$ cat src/rtl/serial_ppp_rx.sv
// -----------------------------------------------------------------------------
// serial_ppp_rx
// Purpose : PPP (HDLC-like) byte-stream deframer. Strips FLAG (0x7E)
//           delimiters, undoes ESC (0x7D) byte stuffing, enforces a maximum
//           frame length and reports each frame close as good or bad.
// Optional: define SERIAL_PPP_RX_FCS_EN to add PPP FCS-16 checking. Two
//           bytes are held back so the trailing FCS is never output.
// Ports   :
//   mclk        in   master clock
//   reset       in   asynchronous active-high reset
//   rx_data     in   [7:0] received byte
//   rx_strobe   in   rx_data valid (one cycle per byte)
//   out_data    out  [7:0] unescaped payload byte
//   out_strobe  out  out_data valid (one cycle)
//   out_first   out  first payload byte of a frame (with out_strobe)
//   pkt_end     out  frame close pulse
//   pkt_error   out  with pkt_end: 1 = discard frame
// -----------------------------------------------------------------------------
module serial_ppp_rx #(
    parameter int unsigned MAX_LEN = 255
) (
    input  logic       mclk,
    input  logic       reset,
    input  logic [7:0] rx_data,
    input  logic       rx_strobe,
    output logic [7:0] out_data,
    output logic       out_strobe,
    output logic       out_first,
    output logic       pkt_end,
    output logic       pkt_error
);

    localparam int unsigned LEN_W = 9;
    localparam logic [LEN_W-1:0] LEN_MAX_V = LEN_W'(MAX_LEN);
    localparam logic [LEN_W-1:0] LEN_SAT   = '1;
    localparam logic [7:0] FLAG_B = 8'h7E;
    localparam logic [7:0] ESC_B  = 8'h7D;

    typedef enum logic [1:0] {
        ST_HUNT,
        ST_DATA,
        ST_ESC
    } state_t;

    state_t           r_state, w_state_nxt;
    logic [LEN_W-1:0] r_len, w_len_nxt;
    logic             r_err, w_err_nxt;
    logic             r_first, w_first_nxt;
    logic [7:0]       r_out_data, w_out_data_nxt;
    logic             r_out_strobe, w_out_strobe_nxt;
    logic             r_out_first, w_out_first_nxt;
    logic             r_pkt_end, w_pkt_end_nxt;
    logic             r_pkt_error, w_pkt_error_nxt;

    logic             w_open;
    logic             w_is_data;
    logic [7:0]       w_data_byte;
    logic             w_close_err;

`ifdef SERIAL_PPP_RX_FCS_EN
    logic [15:0] r_crc, w_crc_nxt;
    logic [7:0]  r_hold0, w_hold0_nxt;
    logic [7:0]  r_hold1, w_hold1_nxt;
    logic [1:0]  r_hold_cnt, w_hold_cnt_nxt;

    // Reflected CRC-16 (poly 0x8408) update over one byte.
    function automatic logic [15:0] crc_upd(input logic [15:0] crc, input logic [7:0] b);
        logic [15:0] c;
        c = crc ^ {8'h00, b};
        for (int i = 0; i < 8; i++) begin
            c = c[0] ? ((c >> 1) ^ 16'h8408) : (c >> 1);
        end
        return c;
    endfunction

    // Good residue after the FCS has been run through the CRC.
    assign w_close_err = r_err | (r_len < 9'd3) | (r_crc != 16'hF0B8);
`else
    assign w_close_err = r_err;
`endif

    // State and output registers.
    always_ff @(posedge mclk or posedge reset) begin
        if (reset) begin
            r_state      <= ST_HUNT;
            r_len        <= '0;
            r_err        <= 1'b0;
            r_first      <= 1'b1;
            r_out_data   <= '0;
            r_out_strobe <= 1'b0;
            r_out_first  <= 1'b0;
            r_pkt_end    <= 1'b0;
            r_pkt_error  <= 1'b0;
`ifdef SERIAL_PPP_RX_FCS_EN
            r_crc        <= 16'hFFFF;
            r_hold0      <= '0;
            r_hold1      <= '0;
            r_hold_cnt   <= '0;
`endif
        end else begin
            r_state      <= w_state_nxt;
            r_len        <= w_len_nxt;
            r_err        <= w_err_nxt;
            r_first      <= w_first_nxt;
            r_out_data   <= w_out_data_nxt;
            r_out_strobe <= w_out_strobe_nxt;
            r_out_first  <= w_out_first_nxt;
            r_pkt_end    <= w_pkt_end_nxt;
            r_pkt_error  <= w_pkt_error_nxt;
`ifdef SERIAL_PPP_RX_FCS_EN
            r_crc        <= w_crc_nxt;
            r_hold0      <= w_hold0_nxt;
            r_hold1      <= w_hold1_nxt;
            r_hold_cnt   <= w_hold_cnt_nxt;
`endif
        end
    end

    // Next-state and output decode.
    always_comb begin
        w_state_nxt      = r_state;
        w_len_nxt        = r_len;
        w_err_nxt        = r_err;
        w_first_nxt      = r_first;
        w_out_data_nxt   = r_out_data;
        w_out_strobe_nxt = 1'b0;
        w_out_first_nxt  = 1'b0;
        w_pkt_end_nxt    = 1'b0;
        w_pkt_error_nxt  = 1'b0;
        w_open           = 1'b0;
        w_is_data        = 1'b0;
        w_data_byte      = rx_data;
`ifdef SERIAL_PPP_RX_FCS_EN
        w_crc_nxt        = r_crc;
        w_hold0_nxt      = r_hold0;
        w_hold1_nxt      = r_hold1;
        w_hold_cnt_nxt   = r_hold_cnt;
`endif

        if (rx_strobe) begin
            case (r_state)
                ST_HUNT: begin
                    if (rx_data == FLAG_B) begin
                        w_open      = 1'b1;
                        w_state_nxt = ST_DATA;
                    end
                end
                ST_DATA: begin
                    if (rx_data == FLAG_B) begin
                        // Empty frames (idle / back-to-back flags) close silently.
                        if (r_len != '0) begin
                            w_pkt_end_nxt   = 1'b1;
                            w_pkt_error_nxt = w_close_err;
                        end
                        w_open = 1'b1;
                    end else if (rx_data == ESC_B) begin
                        w_state_nxt = ST_ESC;
                    end else begin
                        w_is_data = 1'b1;
                    end
                end
                ST_ESC: begin
                    w_state_nxt = ST_DATA;
                    if (rx_data == FLAG_B) begin
                        // ESC followed by FLAG is an abort sequence.
                        if ((r_len != '0) || r_err) begin
                            w_pkt_end_nxt   = 1'b1;
                            w_pkt_error_nxt = 1'b1;
                        end
                        w_open = 1'b1;
                    end else begin
                        w_is_data   = 1'b1;
                        w_data_byte = rx_data ^ 8'h20;
                    end
                end
                default: w_state_nxt = ST_HUNT;
            endcase
        end

        // Frame open: every flag starts a fresh frame.
        if (w_open) begin
            w_len_nxt   = '0;
            w_err_nxt   = 1'b0;
            w_first_nxt = 1'b1;
`ifdef SERIAL_PPP_RX_FCS_EN
            w_crc_nxt      = 16'hFFFF;
            w_hold_cnt_nxt = '0;
`endif
        end

        // Data byte: count it, drop once the frame exceeds MAX_LEN.
        if (w_is_data) begin
            w_len_nxt = (r_len == LEN_SAT) ? r_len : (r_len + 9'd1);
            if (r_len >= LEN_MAX_V) begin
                w_err_nxt = 1'b1;
            end else begin
`ifdef SERIAL_PPP_RX_FCS_EN
                w_crc_nxt = crc_upd(r_crc, w_data_byte);
                case (r_hold_cnt)
                    2'd0: begin
                        w_hold0_nxt    = w_data_byte;
                        w_hold_cnt_nxt = 2'd1;
                    end
                    2'd1: begin
                        w_hold1_nxt    = w_data_byte;
                        w_hold_cnt_nxt = 2'd2;
                    end
                    default: begin
                        // Third byte pushes the oldest held byte out.
                        w_out_strobe_nxt = 1'b1;
                        w_out_data_nxt   = r_hold0;
                        w_out_first_nxt  = r_first;
                        w_first_nxt      = 1'b0;
                        w_hold0_nxt      = r_hold1;
                        w_hold1_nxt      = w_data_byte;
                    end
                endcase
`else
                w_out_strobe_nxt = 1'b1;
                w_out_data_nxt   = w_data_byte;
                w_out_first_nxt  = r_first;
                w_first_nxt      = 1'b0;
`endif
            end
        end
    end

    assign out_data   = r_out_data;
    assign out_strobe = r_out_strobe;
    assign out_first  = r_out_first;
    assign pkt_end    = r_pkt_end;
    assign pkt_error  = r_pkt_error;

endmodule

$ cat config.mk
export PLATFORM = sky130hd
export DESIGN_NAME = serial_ppp_rx
export DESIGN_NICKNAME = d
export VERILOG_FILES = /design/src/rtl/serial_ppp_rx.sv
export SDC_FILE = /design/constraint.sdc
export NUM_CORES = 1
export LEC_CHECK = 0
export CAP_MARGIN = 20
export CORE_AREA = 2 2 79 58
export CTS_CLUSTER_DIAMETER = 40
export CTS_CLUSTER_SIZE = 30
export DETAILED_ROUTE_END_ITERATION = 10
export DIE_AREA = 0 0 81 60
export MAX_ROUTING_LAYER = met4
export PLACE_DENSITY = 0.58
export SLEW_MARGIN = 20
export SYNTH_ARGS = -nofsm -noshare
export SYNTH_HDL_FRONTEND = slang
export SYNTH_SLANG_ARGS = --single-unit
$ cat constraint.sdc
create_clock -name mclk -period 5.5 [get_ports mclk]
set_clock_uncertainty 0.2 [all_clocks]
set_input_delay 1.65 -clock mclk [delete_from_list [all_inputs] [get_ports mclk]]
set_output_delay 1.65 -clock mclk [all_outputs]
set_load 0.005 [all_outputs]
## Yosys cells after proc, flatten, opt, wreduce, memory -nomap -nowiden

Cells that the tools add are included.

| word-level totals | value |
|---|---|
| bits in registers | 25 |
| input port bits | 11 |
| output and inout bits | 12 |
| word-level logic and storage cells | 68 |

| operators by class | value |
|---|---|
| $add $sub $neg | 1 |
| $lt $le $gt $ge | 1 |
| equal/unequal tests | 9 |
| multiplexer cells | 38 |
| bitwise gates (word level) | 2 |
| reductions and logical operators | 8 |

Operators by type and width:

| operator | number |
|---|---|
| $mux 9 | 3 |
| $mux 1 | 25 |
| $mux 6 | 3 |
| $eq 8x7->1 const B | 2 |
| $add 9x1->9 const B | 1 |
| $eq 9x9->1 const B | 1 |
| $ge 9x8->1 const B | 1 |
| $reduce_bool 9->1 | 1 |
| $ne 2x2->1 const B | 4 |
| $mux 2 | 3 |
| $pmux 1 s2 | 3 |
| $pmux 2 s3 | 1 |
| $reduce_and 2->1 | 2 |
| $reduce_and 4->1 | 1 |
| $reduce_or 3->1 | 1 |
| $eq 2x1->1 const B | 1 |
| $eq 2x2->1 const B | 1 |
| $logic_not 2->1 | 1 |
| $not 1->1 | 2 |
| $reduce_bool 2->1 | 1 |
| $logic_or 1x1->1 | 1 |

## Longest topological paths before layout

Gate-level depths: netlist of the first run.

| depth | value |
|---|---|
| word-level depth | 7 |
| depth in mapped cells | 10 |
| gate-level depth less buffers | 9 |

## Least setup slack after synthesis of the first run

OpenSTA, ideal clock, no wires.

| timing path | value |
|---|---|
| path kind | input -> register |
| from | input port rx_data[5] |
| to | register r_out_data[0], in the netlist out_data[0] |
| setup time | 125 ps |
| arrival | 2887 ps |
| required time | 5175 ps |
| slack | 2288 ps |
| cell stages on the path | 5 |
| path buffers | 0 |
| cells stage by stage | and4_1 -> a21boi_1 -> nor2_1 -> nor3_4 -> mux2_2 |

| between the ends | value |
|---|---|
| word-level cells in the longest chain between the ends | 6 |

Ends and longest elaborated chain:

| element | line | source |
|---|---|---|
| start, declared | 24 | `input logic [7:0] rx_data,` |
| $eq 8x7->1 | 156 | `end else if (rx_data == ESC_B) begin` |
| $mux 1 | 156 |  |
| $mux 1 | 149 | `if (rx_data == FLAG_B) begin` |
| $pmux 1 s2 (*) | 141 | `case (r_state)` |
| $mux 1 (*) | 140 | `if (rx_strobe) begin` |
| $reduce_and 2->1 (no line) (*) | - |  |
| end signal, assigned | 105 | `r_out_data <= w_out_data_nxt;` |
| end, declared | 49 | `logic [7:0] r_out_data, w_out_data_nxt;` |

Every way passes the cells marked *; elsewhere a longest branch is shown, timed or not.
A chain may end at the register's enable or synchronous reset.

## Worst setup path in the final report of the first run

| timing path | value |
|---|---|
| from | input port rx_data[5] |
| to | register r_len[2] |

| between the ends | value |
|---|---|
| word-level cells in the longest chain between the ends | 7 |

Ends and longest elaborated chain:

| element | line | source |
|---|---|---|
| $eq 8x7->1 | 156 |  |
| $mux 1 | 156 |  |
| $mux 1 | 149 |  |
| $pmux 1 s2 | 141 |  |
| $mux 1 | 140 |  |
| $ne 2x2->1 (no line) or $reduce_bool 2->1 (tied branches) | - |  |
| $reduce_and 2->1 (no line) | - |  |
| end signal, assigned | 102 | `r_len <= w_len_nxt;` |
| end, declared | 46 | `logic [LEN_W-1:0] r_len, w_len_nxt;` |

Several ways; a longest one is shown, not always the timed one.

==> results of run 1 <==
-- layer usage --
layer	GRT usage [%]	routed length (um)	up-vias
met4	5.08	34	0
met5	-	0	-
met1	21.0	1650	528
met2	19.2	1310	21
met3	3.17	98	2
li1	-	-	528
-- sequential cells by signal (all words and copies together), names as in the netlist --
register,count
r_len,9
out_data,8
r_state,2
out_first,1
out_strobe,1
pkt_end,1
pkt_error,1
r_err,1
r_first,1
-- worst max path at each step --
stage	start	end	slack, ns	cells after the start
after global routing	rx_data[5]	r_len[6]	1.59	6
after floorplan	rx_data[5]	out_data[0]	2.29	5
after detailed placement	rx_data[5]	r_len[2]	1.42	6
after global placement	rx_data[5]	r_len[2]	1.54	6
after CTS	rx_data[5]	r_len[2]	1.71	6
final	rx_data[5]	r_len[2]	1.70	6
-- per-stage QoR --
step	setup slack [ns]	power, uW	util (%)	instance area, sq um
finish	1.70	731	41.1	1710
global route	1.59	788	41.1	1710
CTS	1.71	735	41.1	1710
detailed placement	1.42	619	40.0	1660
global placement	1.54	604	40.0	1660
floorplan	2.29	482	-	1380
-- area by class of cell --
type	instances	share of cell area, %
Multi-Input combinational cell	99	41.9
Timing Repair Buffer	22	12.9
Sequential cell	25	36.7
Clock buffer	3	2.42
Tap cell	55	4.03
Clock inverter	1	0.293
Inverter	8	1.76
-- synthesized netlist by cell type (2+ instances only) --
| master | n | area (sq um) |
|---|---|---|
| a2bb2oi_1 | 2 | 17.5 |
| ha_1 | 10 | 125 |
| mux2_2 | 9 | 101 |
| nor2b_1 | 3 | 18.8 |
| nor2_1 | 8 | 30.0 |
| nor4_1 | 2 | 12.5 |
| dfrtp_1 | 24 | 601 |
| nand2_1 | 14 | 52.6 |
| nand3_1 | 6 | 30.0 |
| a211oi_1 | 3 | 22.5 |
| o21bai_1 | 2 | 15.0 |
| and3_1 | 3 | 18.8 |
| o31ai_1 | 2 | 15.0 |
| nor3_1 | 2 | 10.0 |
| o21ai_0 | 6 | 30.0 |
| nor3b_1 | 2 | 15.0 |
| a21oi_1 | 5 | 25.0 |
| inv_1 | 8 | 30.0 |
| and4bb_2 | 2 | 25.0 |
-- cells by family after synthesis --
logic type,after synthesis
buf+inv,9
simple gates,49
mux,10
flops,25
compound gates,29
xor+xnor,1
fa+ha+maj,10
-- critical path, cell delays in order --
cell	delay [ns]
clkdlybuf4s50_1	0.49
and4_1	0.33
a21boi_1	0.13
o21ai_1	0.76
nor3b_1	0.12
a221o_1	0.29
-- power groups by stage --
| stage | clock [uW] | combinational (uW) | sequential, uW |
|---|---|---|---|
| finish | 111 | 335 | 284 |
| floorplan | 0 | 201 | 281 |
| global placement | 0 | 322 | 282 |
| global route | 124 | 373 | 292 |
| CTS | 114 | 337 | 284 |
| detailed placement | 0 | 332 | 286 |
-- layout by cell type (no fill, tap or decap), types with 3 or more instances in the layout --
master	instances
nor2_1	8
nor2b_1	3
inv_1	7
a21oi_1	5
ha_1	10
a211oi_1	3
nand2_1	14
clkbuf_8	3
nand3_1	6
clkdlybuf4s50_1	22
dfrtp_1	24
mux2_2	9
and3_1	3
o21ai_0	6
==> results.py, run 1 <==
metrics = {
    "final_layout": {
        "antennaDiodeCount": 0,
        "fillers": 417,
        "syn_to_final_growth_pct": 24.0,
        "multi_input_area_sq_um": 717,
        "ff_latch_area_sq_um": 627,
        "drive_gt1_share_pct": 12.7,
        "stdcell_count": 213,
        "nNetsFinal": 180,
    },
    "run": {
        "max_cap_viol_count": 0,
    },
    "sta": {
        "fmax_ghz": 0.263,
        "hold_viol": 0,
        "drv_slew": 0,
        "setup_tns_ns": 0,
        "final.period_utilization_pct": 69.1,
        "tightest_slew_ns": 0.955,
        "grt_setup_unrepaired": "no",
        "setup_viol": 0,
        "min_period_ns": 3.80,
        "hold_ws_ns": 0.285,
        "slew_headroom_pct": 35.9,
    },
    "power_and_ir_drop": {
        "p_switching_uw": 267,
        "comb_power_share_pct": 45.9,
        "switching_share_pct": 36.5,
        "power_per_cell_area_nw_per_um2": 428,
        "intPower_uw": 464,
        "p_clk_share_pct": 15.2,
        "pwr-share-seq_pct": 38.9,
        "peakVddDrop_uv": 208,
        "leakage_uw": 0.000722,
    },
    "floorplan": {
        "core_sq_um": 4150,
        "ios": 23,
        "die_area_sq_um": 4860,
        "rows": 20,
        "die-width_um": 81,
        "die_h_um": 60,
        "start_util_pct": 33.2,
    },
    "clock_network": {
        "cts_made_buffers": 3,
        "ctsRootBufferMaster": "clkbuf_8",
        "clock-sinks": 25,
        "insertion_delay_ns": 0.27,
        "htree_num_levels": 1,
        "cts_hold_buf": 0,
        "cts_tree": "built",
        "cts_resized": 0,
        "cts_setup_buffers": 0,
        "clockBufferDepth": 2,
        "clkTransAtPathRegs_ns": 0.09,
    },
    "grt": {
        "grt_pass1_vias": 992,
        "grt_pass1_wl_um": 5000,
        "antenna_found_initial": 0,
        "grtUsageTotal_pct": 14.3,
        "grt_max_degree": 26,
        "grt.overflow.total": 0,
    },
    "worst_setup_path": {
        "cp_data_required_time_ns": 5.47,
        "endpoint_kind": "flip-flop",
        "worstPathMaxFanout": 15,
        "ff2ff_path_depth": 9,
        "path_class": "primary input to flip-flop",
        "cp-start-kind": "primary input",
        "reg2reg_to": "r_len[2]",
        "regToRegStartpoint": "r_len[0]",
        "regToRegSetupSlack_ns": 2.74,
        "critPathArrivalTime_ns": 3.76,
    },
    "status": {
        "status": "finished clean",
    },
    "placement": {
        "dp_cells": 209,
        "io_buffers": 22,
        "dp_hpwl_um": 2260,
        "place.gp.congestion": 0.891,
    },
    "detailed_routing": {
        "vias": 1079,
        "dr.pass1.iters": 4,
        "wl_per_cell_um": 14.5,
        "vias_per_cell": 5.07,
        "wirelength_um": 3090,
        "drt_iter0_drc": 98,
        "antenna_left": 0,
        "drc": 0,
    },
    "synthesis": {
        "synthMuxAreaShare_pct": 8.08,
        "synth-simple-area-share_pct": 19.8,
        "syn_nets": 154,
        "synth_top_family_by_area": "simple AND/OR/NAND/NOR gates",
        "synth_flop_cell": "dfrtp_1",
        "synth.distinct_cells": 39,
        "yosys_warnings": 0,
        "synth_async_sr_flop_share_pct": 100,
        "synth_seq_cells": 25,
        "synth_area_sq_um": 1380,
        "synth_edf_count": 0,
        "yosysSeqAreaShare_pct": 45.5,
        "syn_inst": 133,
        "synthAdderAreaFrac_pct": 9.07,
        "syn_avg_cell_area_sq_um": 10.4,
        "synth_compound_area_share_pct": 14.4,
        "synth-xor-area-share_pct": 0.635,
    },
    "min_path": {
        "whs_endpoint": "r_first",
        "hold_class": "flip-flop to flip-flop",
        "hp-start": "r_first",
        "whs_path_depth": 2,
    },
}
(Power assumes the default switching activity.)
==> inputs of run 2 (changes only) <==
==> constraint.sdc (replaced) <==
create_clock -name mclk -period 3.87 [get_ports mclk]
set_clock_uncertainty 0.2 [all_clocks]
set_input_delay 1.161 -clock mclk [delete_from_list [all_inputs] [get_ports mclk]]
set_output_delay 1.161 -clock mclk [all_outputs]
set_load 0.005 [all_outputs]
==> results.py, run 2 (synthesized netlist as in run 1, its figures left out) <==
metrics = {
    "status": {
        "status": "finished clean",
    },
    "power_and_ir_drop": {
        "leakage_uw": 0.000730,
        "power_per_cell_area_nw_per_um2": 598,
        "peakVddDrop_uv": 212,
    },
    "floorplan": {
        "die_h_um": 60,
        "ios": 23,
        "rows": 20,
        "core_sq_um": 4150,
        "die-width_um": 81,
        "die_area_sq_um": 4860,
        "start_util_pct": 33.2,
    },
    "detailed_routing": {
        "wl_per_cell_um": 13.7,
        "vias": 1060,
        "drt_iter0_drc": 44,
        "vias_per_cell": 4.95,
        "drc": 0,
        "dr.pass1.iters": 4,
        "antenna_left": 0,
        "wirelength_um": 2930,
    },
    "sta": {
        "slew_headroom_pct": 35.7,
        "tightest_slew_ns": 0.963,
        "drv_slew": 0,
        "setup_viol": 0,
        "hold_viol": 0,
        "setup_tns_ns": 0,
        "grt_setup_unrepaired": "no",
        "final.period_utilization_pct": 82.1,
        "fmax_ghz": 0.315,
        "min_period_ns": 3.18,
    },
    "worst_setup_path": {
        "critPathArrivalTime_ns": 3.14,
        "worstPathMaxFanout": 10,
        "ff2ff_path_depth": 9,
        "cp_data_required_time_ns": 3.83,
        "regToRegStartpoint": "r_len[0]",
        "endpoint_kind": "flip-flop",
        "reg2reg_to": "r_len[3]",
        "cp-start-kind": "primary input",
        "cp-startpoint": "rx_data[0]",
        "path_class": "primary input to flip-flop",
        "endpoint": "out_data[0]",
        "regToRegSetupSlack_ns": 1.28,
    },
    "clock_network": {
        "cts_tree": "built",
        "clock-sinks": 25,
        "htree_num_levels": 1,
        "cts_made_buffers": 3,
        "ctsRootBufferMaster": "clkbuf_8",
        "cts_setup_buffers": 0,
        "clkTransAtPathRegs_ns": 0.08,
        "cts_hold_buf": 0,
        "insertion_delay_ns": 0.27,
        "cts_resized": 0,
        "clockBufferDepth": 2,
    },
    "final_layout": {
        "final_common_cell": "dfrtp_1",
        "drive_gt1_share_pct": 13.2,
        "syn_to_final_growth_pct": 24.5,
        "largest_register": "r_len",
        "antennaDiodeCount": 0,
        "fillers": 418,
        "stdcell_count": 214,
        "mostFrequentLayoutCells": "dfrtp_1 (24), clkdlybuf4s50_1 (22), nand2_1 (14)",
        "largest_reg_flops": 9,
        "nNetsFinal": 181,
    },
    "grt": {
        "grt_max_degree": 26,
        "grtUsageTotal_pct": 13.6,
        "grt_pass1_vias": 995,
        "antenna_found_initial": 0,
        "grt_pass1_wl_um": 4710,
        "grt.overflow.total": 0,
    },
    "min_path": {
        "hold_class": "flip-flop to flip-flop",
    },
    "placement": {
        "place.gp.congestion": 0.821,
        "dp_hpwl_um": 2210,
        "dp_cells": 210,
        "io_buffers": 22,
    },
    "run": {
        "max_cap_viol_count": 0,
    },
}
==> run 2: cell count changes in the layout (fill, tap and decap cells not counted) <==
| cell | previous run | this run |
|---|---|---|
| inv_1 | 7 | 8 |
| clkinv_1 | 1 | 0 |
| buf_4 | 0 | 1 |
==> run 2: metal layers <==
| metal | routed length (um) | GRT usage (%) |
|---|---|---|
| met5 | 0 | - |
| met1 | 1460 | 18.7 |
| met3 | 100 | 3.17 |
| met4 | 15 | 5.08 |
| met2 | 1350 | 19.6 |
==> run 2: worst min-delay path by stage <==
stage                startpoint          end  slack [ns]  cells past startpoint
floorplan               r_first      r_first        0.25                      2
CTS                     r_first      r_first        0.31                      2
global route        out_data[6]  out_data[6]        0.33                      1
global placement        r_first      r_first        0.28                      2
detailed placement      r_first      r_first        0.29                      2
finish                  r_first      r_first        0.31                      2
==> run 2: per-stage QoR <==
stage	power [uW]	hold WS (ns)	util (%)	setup WS, ns	area [sq um]
after floorplan	685	0.253	-	1.15	1380
after global placement	865	0.281	40.2	0.444	1670
after detailed placement	876	0.292	40.2	0.409	1670
after CTS	1040	0.308	41.3	0.703	1720
after global routing	1110	0.330	41.3	0.611	1720
final	1030	0.307	41.3	0.693	1720
==> run 2: area by class of cell <==
class	count	area [sq um]	area share (%)
Clock inverter	1	5.00	0.292
Inverter	8	30.0	1.75
Multi-Input combinational cell	99	717	41.8
Clock buffer	3	41.3	2.41
Timing Repair Buffer	23	228	13.3
Sequential cell	25	627	36.5
Tap cell	55	68.8	4.01
==> run 2: worst max-delay path, cell delays in order <==
cell and delay [ns]:
clkdlybuf4s50_1 0.57, and4bb_2 0.27, nand2_2 0.12, nand3_1 0.17
nor3_4 0.45, mux2_2 0.39
==> run 2: where the power goes <==
group | internal (uW) | switching, uW
Sequential | 340 | 59.8
Clock | 72.2 | 85.0
Combinational | 251 | 219
Total | 663 | 364
==> inputs of run 3 (changes only) <==
==> constraint.sdc (replaced) <==
create_clock -name mclk -period 3 [get_ports mclk]
set_clock_uncertainty 0.2 [all_clocks]
set_input_delay 0.9 -clock mclk [delete_from_list [all_inputs] [get_ports mclk]]
set_output_delay 0.9 -clock mclk [all_outputs]
set_load 0.005 [all_outputs]
==> results.py, run 3 (synthesized netlist as in run 1, its figures left out) <==
metrics = {
    "final_layout": {
        "drive_gt1_share_pct": 17.4,
        "fillers": 416,
        "antennaDiodeCount": 0,
        "syn_to_final_growth_pct": 28.9,
        "final_core_util_pct": 42.8,
        "mostFrequentLayoutCells": "dfrtp_1 (24), clkdlybuf4s50_1 (22), nand2_1 (14)",
        "final_common_cell": "dfrtp_1",
        "nNetsFinal": 189,
        "largest_reg_flops": 9,
        "largest_register": "r_len",
    },
    "clock_network": {
        "cts_hold_buf": 0,
        "cts_tree": "built",
        "cts_made_buffers": 3,
        "insertion_delay_ns": 0.27,
        "cts_resized": 0,
        "ctsRootBufferMaster": "clkbuf_8",
        "cts_setup_buffers": 0,
        "clock-sinks": 25,
        "clockBufferDepth": 2,
        "clkTransAtPathRegs_ns": 0.09,
        "htree_num_levels": 1,
    },
    "detailed_routing": {
        "antenna_left": 0,
        "vias_per_cell": 5.14,
        "vias": 1141,
        "wl_per_cell_um": 14.5,
        "drc": 0,
        "drt_iter0_drc": 145,
        "dr.pass1.iters": 6,
        "wirelength_um": 3220,
    },
    "sta": {
        "hold_viol": 0,
        "fmax_ghz": 0.364,
        "min_period_ns": 2.75,
        "setup_viol": 0,
        "tightest_slew_ns": 0.649,
        "slew_headroom_pct": 56.8,
        "final.period_utilization_pct": 91.6,
        "drv_slew": 0,
        "grt_setup_unrepaired": "no",
    },
    "power_and_ir_drop": {
        "comb_power_share_pct": 48.2,
        "peakVddDrop_uv": 257,
        "pwr-share-seq_pct": 37.3,
        "power_per_cell_area_nw_per_um2": 785,
        "p_clk_share_pct": 14.5,
        "totalPowerFinal_uw": 1390,
        "p_switching_uw": 496,
        "intPower_uw": 897,
        "switching_share_pct": 35.6,
        "leakage_uw": 0.000769,
    },
    "worst_setup_path": {
        "cpPeakStageDelay_ns": 0.53,
        "cp_data_required_time_ns": 3.02,
        "endpoint_kind": "flip-flop",
        "regToRegSetupSlack_ns": 0.37,
        "critPathArrivalTime_ns": 2.77,
        "ff2ff_path_depth": 9,
        "worstPathMaxFanout": 7,
        "regToRegStartpoint": "r_len[0]",
        "path_cells": "clkdlybuf4s50_1 -> buf_4 -> nor2b_1 -> a22oi_1 -> o22ai_1 -> o21bai_1 -> a21o_1",
        "reg2reg_to": "r_len[3]",
        "cp_slowest_cell": "o22ai_1",
        "cp-start-kind": "primary input",
        "path_class": "primary input to flip-flop",
    },
    "min_path": {
        "whs_endpoint": "r_first",
        "hp-start": "r_first",
        "hold_class": "flip-flop to flip-flop",
        "whs_path_depth": 2,
    },
    "grt": {
        "gr-usage-met3_pct": 3.32,
        "busiest_layer": "met1",
        "grtUsageTotal_pct": 14.8,
        "grt_pass1_vias": 1073,
        "met1_usage_pct": 21.3,
        "grt.overflow.total": 0,
        "antenna_found_initial": 0,
        "gr-usage-met2_pct": 20.7,
        "grt_max_degree": 26,
        "grt_pass1_wl_um": 5170,
    },
    "floorplan": {
        "die_h_um": 60,
        "core_sq_um": 4150,
        "die_area_sq_um": 4860,
        "ios": 23,
        "start_util_pct": 33.2,
        "rows": 20,
        "die-width_um": 81,
    },
    "placement": {
        "io_buffers": 22,
        "place.gp.congestion": 0.841,
        "dp_hpwl_um": 2520,
    },
    "status": {
        "status": "finished clean",
    },
    "run": {
        "max_cap_viol_count": 0,
    },
}
==> run 3: changes by cell type in the layout (fill, tap and decap cells not counted) <==
cell / before / now
buf_4: 1 / 9
==> run 3: metal layers <==
layer / up-vias / wire (um) / share of wire [%]
li1: 550 / - / -
met1: 559 / 1620 / 50
met2: 30 / 1450 / 45
met3: 2 / 127 / 3.9
met4: 0 / 24 / 0.75
met5: - / 0 / 0
==> run 3: stage by stage <==
| stage | setup slack [ns] | instances | hold slack, ns | instance area (sq um) | TNS [ns] |
|---|---|---|---|---|---|
| 2_1_floorplan | 0.538 | 133 | 0.253 | 1380 | 0 |
| 3_3_place_gp | 0.0252 | 218 | 0.276 | 1730 | 0 |
| 3_5_place_dp | -0.00654 | 218 | 0.274 | 1730 | -0.0146 |
| 4_1_cts | 0.283 | 222 | 0.290 | 1780 | 0 |
| 5_1_grt | 0.189 | 222 | 0.316 | 1780 | 0 |
| 6_report | 0.251 | 222 | 0.285 | 1780 | 0 |
==> run 3: how the worst max path moves through the flow <==
| stage | to | from | cells past startpoint | slack, ns |
|---|---|---|---|---|
| global route | out_data[7] | rx_data[1] | 7 | 0.19 |
| finish | r_len[3] | rx_data[1] | 7 | 0.25 |
| floorplan | out_data[0] | rx_data[5] | 5 | 0.54 |
| CTS | out_data[7] | rx_data[1] | 7 | 0.28 |
| detailed placement | out_data[2] | rx_data[1] | 7 | -0.007 |
| global placement | out_data[7] | rx_data[7] | 7 | 0.03 |
==> run 3: area by class of cell <==
type | instances | area, sq um | area share (%)
Clock buffer | 3 | 41.3 | 2.32
Inverter | 8 | 30.0 | 1.69
Sequential cell | 25 | 627 | 35.3
Multi-Input combinational cell | 99 | 717 | 40.4
Tap cell | 55 | 68.8 | 3.87
Timing Repair Buffer | 31 | 288 | 16.2
Clock inverter | 1 | 5.00 | 0.282
==> run 3: worst max-delay path: cells and delay by family <==
kind | cells | cell delay [ns]
compound gates | 4 | 1.00
buf+inv | 2 | 0.65
simple gates | 1 | 0.21
==> run 3: power groups by stage <==
stage	Sequential, uW	Clock [uW]	Combinational [uW]
floorplan	515	0	369
global placement	520	0	642
detailed placement	526	0	673
CTS	521	210	676
global route	536	226	738
finish	519	202	672
